$ cat src/rtl/if_stage_prefetch.sv
// rtl/if_stage_prefetch.sv - decoupled prefetching instruction fetch stage
module if_stage_prefetch #(
  parameter int              XLEN     = 64,
  parameter int              ILEN     = 32,
  parameter int              DEPTH    = 4,
  parameter logic [XLEN-1:0] RESET_PC = '0
) (
  input  logic                       clk,
  input  logic                       rst,
  input  logic                       redirect_valid,
  input  logic [XLEN-1:0]            redirect_pc,
  output logic                       imem_req_valid,
  input  logic                       imem_req_ready,
  output logic [XLEN-1:0]            imem_req_addr,
  input  logic                       imem_rsp_valid,
  input  logic [ILEN-1:0]            imem_rsp_data,
  output logic                       id_valid,
  input  logic                       id_ready,
  output logic [XLEN-1:0]            id_pc,
  output logic [ILEN-1:0]            id_instr,
  output logic [$clog2(DEPTH+1)-1:0] fifo_count
);

  localparam int CW = $clog2(DEPTH+1);
  localparam int PW = $clog2(DEPTH);

  logic [XLEN-1:0] fetch_pc;
  logic [XLEN-1:0] rsp_pc;
  logic [XLEN-1:0] redirect_tgt;
  logic [CW-1:0]   outstanding;
  logic [CW-1:0]   drop_cnt;
  logic [CW-1:0]   count;
  logic [CW:0]     credit_used;
  logic [PW-1:0]   wr_ptr;
  logic [PW-1:0]   rd_ptr;
  logic [XLEN-1:0] pc_mem    [DEPTH];
  logic [ILEN-1:0] instr_mem [DEPTH];
  logic            started;
  logic            req_fire;
  logic            drop_rsp;
  logic            push;
  logic            pop;

  // Redirect targets are forced to word alignment.
  assign redirect_tgt = redirect_pc & ~XLEN'(3);

  // Every in-flight request and every buffered entry holds one credit.
  assign credit_used = {1'b0, outstanding} + {1'b0, count};

  assign imem_req_addr = fetch_pc;
  assign fifo_count    = count;
  assign id_valid      = (count != '0);
  assign id_pc         = pc_mem[rd_ptr];
  assign id_instr      = instr_mem[rd_ptr];

  // Handshake decode: issue gating, response keep/drop, decode pop.
  always_comb begin
    imem_req_valid = 1'b0;
    req_fire       = 1'b0;
    drop_rsp       = 1'b0;
    push           = 1'b0;
    pop            = 1'b0;
    imem_req_valid = started && (credit_used < (CW+1)'(DEPTH)) && !redirect_valid;
    req_fire       = imem_req_valid && imem_req_ready;
    drop_rsp       = imem_rsp_valid && ((drop_cnt != '0) || redirect_valid);
    push           = imem_rsp_valid && !drop_rsp;
    pop            = id_valid && id_ready && !redirect_valid;
  end

  // Fetch/response PC tracking and in-flight accounting.
  always_ff @(posedge clk or negedge rst) begin
    if (!rst) begin
      started     <= 1'b0;
      fetch_pc    <= RESET_PC;
      rsp_pc      <= RESET_PC;
      outstanding <= '0;
      drop_cnt    <= '0;
    end else begin
      started     <= 1'b1;
      outstanding <= outstanding + CW'(req_fire) - CW'(imem_rsp_valid);
      if (redirect_valid) begin
        fetch_pc <= redirect_tgt;
        rsp_pc   <= redirect_tgt;
        // Pending drops are themselves in flight, so the whole surviving
        // in-flight population becomes the new drop count.
        drop_cnt <= outstanding - CW'(imem_rsp_valid);
      end else begin
        if (req_fire) begin
          fetch_pc <= fetch_pc + XLEN'(4);
        end
        if (push) begin
          rsp_pc <= rsp_pc + XLEN'(4);
        end
        if (drop_rsp) begin
          drop_cnt <= drop_cnt - CW'(1);
        end
      end
    end
  end

  // FIFO pointers and occupancy; a flush keeps rd_ptr so the head output holds.
  always_ff @(posedge clk or negedge rst) begin
    if (!rst) begin
      wr_ptr <= '0;
      rd_ptr <= '0;
      count  <= '0;
    end else if (redirect_valid) begin
      wr_ptr <= rd_ptr;
      count  <= '0;
    end else begin
      if (push) begin
        wr_ptr <= wr_ptr + PW'(1);
      end
      if (pop) begin
        rd_ptr <= rd_ptr + PW'(1);
      end
      count <= count + CW'(push) - CW'(pop);
    end
  end

  // FIFO storage; cleared on reset so the head reads zero out of reset.
  always_ff @(posedge clk or negedge rst) begin
    if (!rst) begin
      for (int i = 0; i < DEPTH; i++) begin
        pc_mem[i]    <= '0;
        instr_mem[i] <= '0;
      end
    end else if (push) begin
      pc_mem[wr_ptr]    <= rsp_pc;
      instr_mem[wr_ptr] <= imem_rsp_data;
    end
  end

endmodule

$ cat config.mk
export PLATFORM = sky130hd
export DESIGN_NAME = if_stage_prefetch
export DESIGN_NICKNAME = d
export VERILOG_FILES = /design/src/rtl/if_stage_prefetch.sv
export SDC_FILE = /design/constraint.sdc
export NUM_CORES = 1
export LEC_CHECK = 0
export ABC_AREA = 0
export BUFFER_PORTS_ARGS = -buffer_cell sky130_fd_sc_hd__buf_2
export CAP_MARGIN = 15
export CORE_MARGIN = 4
export CORE_UTILIZATION = 55
export DETAILED_ROUTE_END_ITERATION = 10
export PLACE_DENSITY = 0.86
export SYNTH_ARGS = -nofsm -noshare
export SYNTH_HDL_FRONTEND = slang
export SYNTH_SLANG_ARGS = --single-unit
$ cat constraint.sdc
create_clock -name clk -period 5.2 [get_ports clk]
set_input_delay 0.52 -clock clk [delete_from_list [all_inputs] [get_ports clk]]
set_output_delay 0.52 -clock clk [all_outputs]
set_load 0.01 [all_outputs]
==> impl_metrics.tcl, run 1 <==
set metrics [dict create \
    htree_levels 2 \
    drt-total-wl_um 65600 \
    finalCritPeriodShare_pct 71.0 \
    stdcell_area_um2 28300 \
    drv_slew 0 \
    syn_area_per_cell_um2 12.8 \
    drv_cap 0 \
    cts_resized 0 \
    p_leak_uw 0.0129 \
    firstDrtPassIters 6 \
    grt_pass1_wl_um 103000 \
    min_path_type "in2reg" \
    die-height_um 220 \
    core_area_um2 44300 \
    status "completed" \
    startpoint "outstanding[1]$_DFF_PN0_" \
    layout.nets 2233 \
    worst_slew_pin_slew_ns 1.14 \
    grt_max_degree 124 \
    r2r.worst_path.cells 12 \
    power_density_nw_per_um2 529 \
    clock_skew_ns 0.0344 \
    finalHoldViolations 0 \
    drtIter0Drc 1597 \
    hpwl_um 43600 \
    synth.cell_area_um2 24700 \
    fmax_ghz 0.271 \
    hold_buffers 1 \
    seq_area_frac_synth_pct 52.1 \
    setup_tns_ns 0 \
    seq_area_um2 12900 \
    setup_viol 0 \
    max_slew_margin_pct 23.3 \
    cp-start-kind "flip-flop" \
    cts_num_sinks 514 \
    layout-drive-gt1-share_pct 40.3 \
    place_congestion 0.946 \
    rsz0062_at_grt "false" \
    synth_edf_count 0 \
    async_flop_share_pct 100 \
    cts_tree "done" \
    ys.flop_type "dfrtp_1" \
    grt_pass1_vias 18200 \
    rr_endpoint "outstanding[2]$_DFF_PN0_" \
    syn_inst 1926 \
    fin_ws_ns 1.51 \
    ir_drop_mv 0.405 \
    r2r_slack_ns 1.51 \
    grt_usage_pct 27.2 \
    synth_area_leaders "dfrtp_1, mux2_2, mux4_2, clkbuf_1, nand2_1" \
    fp-row-count 77 \
    area_delta_synth_final_pct 14.5 \
    initial_core_util_pct 55.8 \
    drc 0 \
    path_class "reg2reg" \
    clkTransAtPathRegs_ns 0.06 \
    finalCriticalPeriod_ns 3.69 \
    overflow 0 \
    yosys_warnings 0 \
    multiInputGateArea_um2 11200 \
    required_ns 5.74 \
    vias 17500 \
    top_level_ports 267 \
    fp.dieW_um 220 \
    wl_per_cell_um 23.9 \
    worstSetupEndpointType "flip-flop" \
    avgViaCountPerCell 6.36 \
    drtAntennaViolNets 0 \
    synth_area_leader_cell "dfrtp_1" \
    root_buffer "clkbuf_16" \
    clk_latency_ns 0.61 \
    cts_buffers 53 \
    antenna_found_initial 3 \
    die-area_um2 48400 \
    fillers 3234 \
    clockBufferDepth 3 \
    postCtsSetupBuffers 0 \
    r2r_start "outstanding[1]$_DFF_PN0_" \
    worstPathArrival_ns 4.23 \
    place_ws_ns 1.63 \
    ys_ff_latch 514 \
    cp_max_fo 37 \
    crit_end "outstanding[2]$_DFF_PN0_" \
    synth_cell_types 63 \
    io_buffers 260 \
    dpl-instance-area_um2 26400 \
    synth_top_area_share_pct 52.1 \
]
## per-stage QoR
step,hold WS (ns),std cells,power [uW],utilization (%)
floorplan,0.224,1929,9270,-
global placement,0.481,2648,10700,59.6
detailed placement,0.488,2648,11100,59.6
CTS,0.124,2745,15100,63.8
global route,0.138,2746,15800,63.8
finish,0.147,2749,15000,63.8
## final cells by class
class / instances / area share, %
tap: 592 / 2.62
multi-input combinational: 1228 / 39.5
clock buffer: 79 / 5.64
clock inverter: 17 / 0.889
timing repair buffer: 279 / 5.32
antenna: 3 / 0.0265
inverter: 37 / 0.491
sequential: 514 / 45.5
## cells in the final DEF (no fill, tap or decap), types with 5 or more instances in the layout
cell type and count:
xor2_1 12, or2_2 5, dfrtp_1 512, or4_1 19, nor3b_1 5, xnor2_1 42
nand2b_1 10, clkbuf_8 15, ha_1 16, inv_1 35, and3_1 20, bufinv_16 5
nor2_1 55, nand2_1 109, or3_1 17, clkbuf_1 10, nand3_1 60, clkbuf_16 54
conb_1 5, a21boi_0 8, buf_2 259, o31ai_1 14, nor4_1 37, o311ai_0 13
a21oi_1 18, and2_1 7, mux2i_1 9, mux2_2 389, a31oi_1 24, buf_4 14
nor3_1 23, o211ai_1 30, o31a_1 6, nand4_1 66, clkinv_2 6, mux4_2 94
and4_1 13, o21ai_0 53
## metal layers
layer	share of wire [%]	vias up	global-route usage (%)
li1	-	7555	-
met1	39	8962	35.7
met4	3.8	2	10.5
met2	49	813	44.8
met3	8.2	162	5.78
met5	0.020	-	0
## Yosys cell counts, types with 3 or more instances
| cell | count |
|---|---|
| a31oi_1 | 24 |
| buf_4 | 4 |
| nand2b_1 | 10 |
| mux4_2 | 94 |
| dfrtp_1 | 514 |
| a22oi_1 | 3 |
| xor2_1 | 12 |
| or4_1 | 19 |
| nor2_1 | 55 |
| o31a_1 | 6 |
| nor4_1 | 37 |
| o211ai_1 | 30 |
| and4_1 | 13 |
| a21boi_0 | 8 |
| buf_2 | 9 |
| xnor2_1 | 42 |
| o31ai_1 | 14 |
| or2_2 | 5 |
| nor3b_1 | 5 |
| nor3_1 | 23 |
| and3_1 | 20 |
| nand3_1 | 60 |
| inv_1 | 36 |
| nand4_1 | 66 |
| ha_1 | 16 |
| nor4b_1 | 4 |
| or3_1 | 17 |
| nor2b_1 | 3 |
| a211o_1 | 3 |
| a21oi_1 | 18 |
| nand2_1 | 113 |
| or3b_2 | 3 |
| o311ai_0 | 13 |
| o21ai_0 | 53 |
| clkbuf_1 | 117 |
| mux2_2 | 389 |
| and4b_1 | 3 |
| buf_1 | 18 |
| mux2i_1 | 9 |
| and2_1 | 7 |
## state kept, by name (all words and copies together), names as in the netlist
| register | count |
|---|---|
| drop_cnt | 3 |
| fifo_count | 3 |
| imem_req_addr | 62 |
| instr_mem | 128 |
| outstanding | 3 |
| pc_mem | 248 |
| rd_ptr | 2 |
| rsp_pc | 62 |
| started | 1 |
| wr_ptr | 2 |
## power by group
| part | switching [uW] | internal (uW) | total, uW |
|---|---|---|---|
| Sequential | 1000 | 5360 | 6360 |
| Clock | 1610 | 2380 | 3980 |
| Combinational | 2060 | 2570 | 4630 |
## critical path, stage by stage (launching register included)
cell	delay, ns
dfrtp_1	0.46
ha_1	0.23
nor4b_1	0.35
and4_1	0.83
clkinv_1	0.15
buf_4	0.30
ha_1	0.32
inv_1	0.07
ha_1	0.15
inv_1	0.06
fa_1	0.37
xnor2_1	0.19
xnor2_1	0.14
## cells by family after synthesis
family / share of synthesized area [%]
compound gates: 5.01
xor+xnor: 1.91
simple gates: 10.4
buf+inv: 2.98
fa+ha+maj: 0.972
mux: 26.7
flops: 52.1
other cells: 0.0304
## worst min path at each step
stage | start | endpoint | depth (start not counted) | slack, ns
after floorplan | rst | drop_cnt[0]$_DFFE_PN0P_ | 0 | 0.22
after global placement | pc_mem[77]$_DFFE_PN0P_ | pc_mem[77]$_DFFE_PN0P_ | 1 | 0.48
after detailed placement | instr_mem[39]$_DFFE_PN0P_ | instr_mem[39]$_DFFE_PN0P_ | 1 | 0.49
after CTS | redirect_pc[53] | imem_req_addr[53]$_DFFE_PN0P_ | 3 | 0.12
after global routing | redirect_pc[53] | imem_req_addr[53]$_DFFE_PN0P_ | 3 | 0.14
final | redirect_pc[53] | imem_req_addr[53]$_DFFE_PN0P_ | 3 | 0.15
No activity file was read; power rests on OpenSTA's default activity.
==> run 2: changes to the inputs <==
- ABC_AREA: 0 -> 1
- clock period: 5.2 -> 3.7 ns (I/O delays scaled with it)
==> impl_metrics.tcl, run 2 <==
set metrics [dict create \
    status "completed" \
    fp-row-count 79 \
    cts_num_sinks 514 \
    layout.nets 3681 \
    synth.cell_area_um2 26400 \
    fillers 4020 \
    vias 24600 \
    clkTransAtPathRegs_ns 0.06 \
    path_class "reg2out" \
    grt_max_degree 191 \
    clockBufferDepth 3 \
    startpoint "rd_ptr[0]$_DFFE_PN0P_" \
    cts_tree "done" \
    min_path_type "in2reg" \
    finalCritPeriodShare_pct 80.5 \
    drc 0 \
    cts_resized 0 \
    setup_viol 0 \
    max_slew_margin_pct 14.4 \
    place_inst 4112 \
    r2r.worst_path.cells 6 \
    multiInputGateArea_um2 11600 \
    grt_pass1_vias 23100 \
    top_register "pc_mem" \
    yosys_warnings 0 \
    synth_area_leaders "dfrtp_1, nand2_1, o21ai_0, nor2_1, inv_1" \
    r2r_start "drop_cnt[0]$_DFFE_PN0P_" \
    layout-drive-gt1-share_pct 12.9 \
    required_ns 3.33 \
    rr_endpoint "pc_mem[112]$_DFFE_PN0P_" \
    grt_pass1_wl_um 124000 \
    synth_edf_count 0 \
    finalHoldViolations 0 \
    root_buffer "clkbuf_16" \
    drt-total-wl_um 78700 \
    final_cell_count_no_fill 4211 \
    final_common_cell "nand2_1" \
    r2r_slack_ns 0.87 \
    io_buffers 260 \
    grt_usage_pct 30.1 \
    antenna_found_initial 0 \
    hpwl_um 52500 \
    synth_area_leader_cell "dfrtp_1" \
    die-height_um 227 \
    worstPathArrival_ns 2.61 \
    ys_ff_latch 514 \
    ys_top_cells_by_count "nand2_1, o21ai_0, dfrtp_1" \
    clk_latency_ns 0.61 \
    clock_skew_ns 0.0211 \
    drv_slew 0 \
    area_delta_synth_final_pct 12.6 \
    hold_buffers 1 \
    crit_end "id_pc[51]" \
    synth_top_area_share_pct 48.8 \
    place_congestion 1.04 \
    syn_inst 3396 \
    top_level_ports 267 \
    core_area_um2 47000 \
    yosysMostFrequentCell "nand2_1" \
    utilization_pct 63.3 \
    drtIter0Drc 2766 \
    rsz0062_at_grt "false" \
    seq_area_frac_synth_pct 48.8 \
    power_uw 22500 \
    syn_area_per_cell_um2 7.77 \
    htree_levels 2 \
    cts_buffers 53 \
    most-common-layout-cells "nand2_1, o21ai_0, dfrtp_1" \
    largest_reg_flops 248 \
    setup_tns_ns 0 \
    cp_max_fo 190 \
    seq_area_um2 12900 \
    wl_per_cell_um 18.7 \
    drtAntennaViolNets 0 \
    ir_drop_mv 0.714 \
    postCtsSetupBuffers 0 \
    finalCriticalPeriod_ns 2.98 \
    overflow 0 \
    cp-start-kind "flip-flop" \
    fp.dieW_um 227 \
    worstSetupEndpointType "output pin" \
    power_density_nw_per_um2 758 \
    n_antenna_cell 0 \
    initial_core_util_pct 56.2 \
    async_flop_share_pct 100 \
    fmax_ghz 0.336 \
    firstDrtPassIters 6 \
    avgViaCountPerCell 5.85 \
    drv_cap 0 \
    worst_slew_pin_slew_ns 1.28 \
    synth_cell_types 46 \
    ys.flop_type "dfrtp_1" \
    reg_top3 "pc_mem (248), instr_mem (128)" \
    p_leak_uw 0.0140 \
    die-area_um2 51500 \
]
## run 2: worst min-delay path by stage
stage,from,cells after the start,endpoint,slack [ns]
2_1_floorplan,rst,0,drop_cnt[0]$_DFFE_PN0P_,0.07
3_3_place_gp,rst,1,instr_mem[22]$_DFFE_PN0P_,0.44
3_5_place_dp,rst,1,instr_mem[22]$_DFFE_PN0P_,0.45
4_1_cts,redirect_pc[39],3,rsp_pc[39]$_DFFE_PN0N_,0.03
5_1_grt,redirect_pc[40],3,rsp_pc[40]$_DFFE_PN0N_,0.06
6_report,redirect_pc[39],3,rsp_pc[39]$_DFFE_PN0N_,0.05
## run 2: kinds of logic after synthesis
family / share of synthesized area [%]
simple gates: 24.3
buf+inv: 7.32
fa+ha+maj: 0.911
other cells: 0.0285
xor+xnor: 1.83
flops: 48.8
compound gates: 16.8
## run 2: metal layers
| layer | GRT usage (%) | up-vias | wire [um] |
|---|---|---|---|
| li1 | - | 11400 | - |
| met1 | 42.3 | 11700 | 32200 |
| met2 | 47.3 | 1326 | 35500 |
| met3 | 4.66 | 229 | 7320 |
| met4 | 12.8 | 0 | 3600 |
| met5 | 0 | - | 0 |
## run 2: layout make-up
| class | count | area share (%) |
|---|---|---|
| inverters | 256 | 3.25 |
| repair buffers | 288 | 5.59 |
| clock inverters | 19 | 0.872 |
| clock buffers | 79 | 5.24 |
| flip-flops and latches | 514 | 43.3 |
| multi-input cells | 2448 | 39.2 |
| well taps | 607 | 2.56 |
## run 2: critical path, stage by stage (launching register included)
cell and delay, ns:
dfrtp_4 0.46, buf_12 0.54, o21ai_0 0.26, o22ai_1 0.36, buf_2 0.21
## run 2: through the flow
stage / setup slack, ns / cell area, um^2 / hold WS (ns)
final: 0.723 / 29700 / 0.0541
after global routing: 0.666 / 29700 / 0.0598
after detailed placement: 0.991 / 27900 / 0.448
after floorplan: 1.11 / 26400 / 0.0744
after CTS: 0.718 / 29700 / 0.0326
after global placement: 1.12 / 27900 / 0.441
## run 2: power breakdown
group          total, uW  internal, uW  switching, uW
logic               8130          2890           5240
registers           8800          7530           1270
clock network       5580          3270           2310
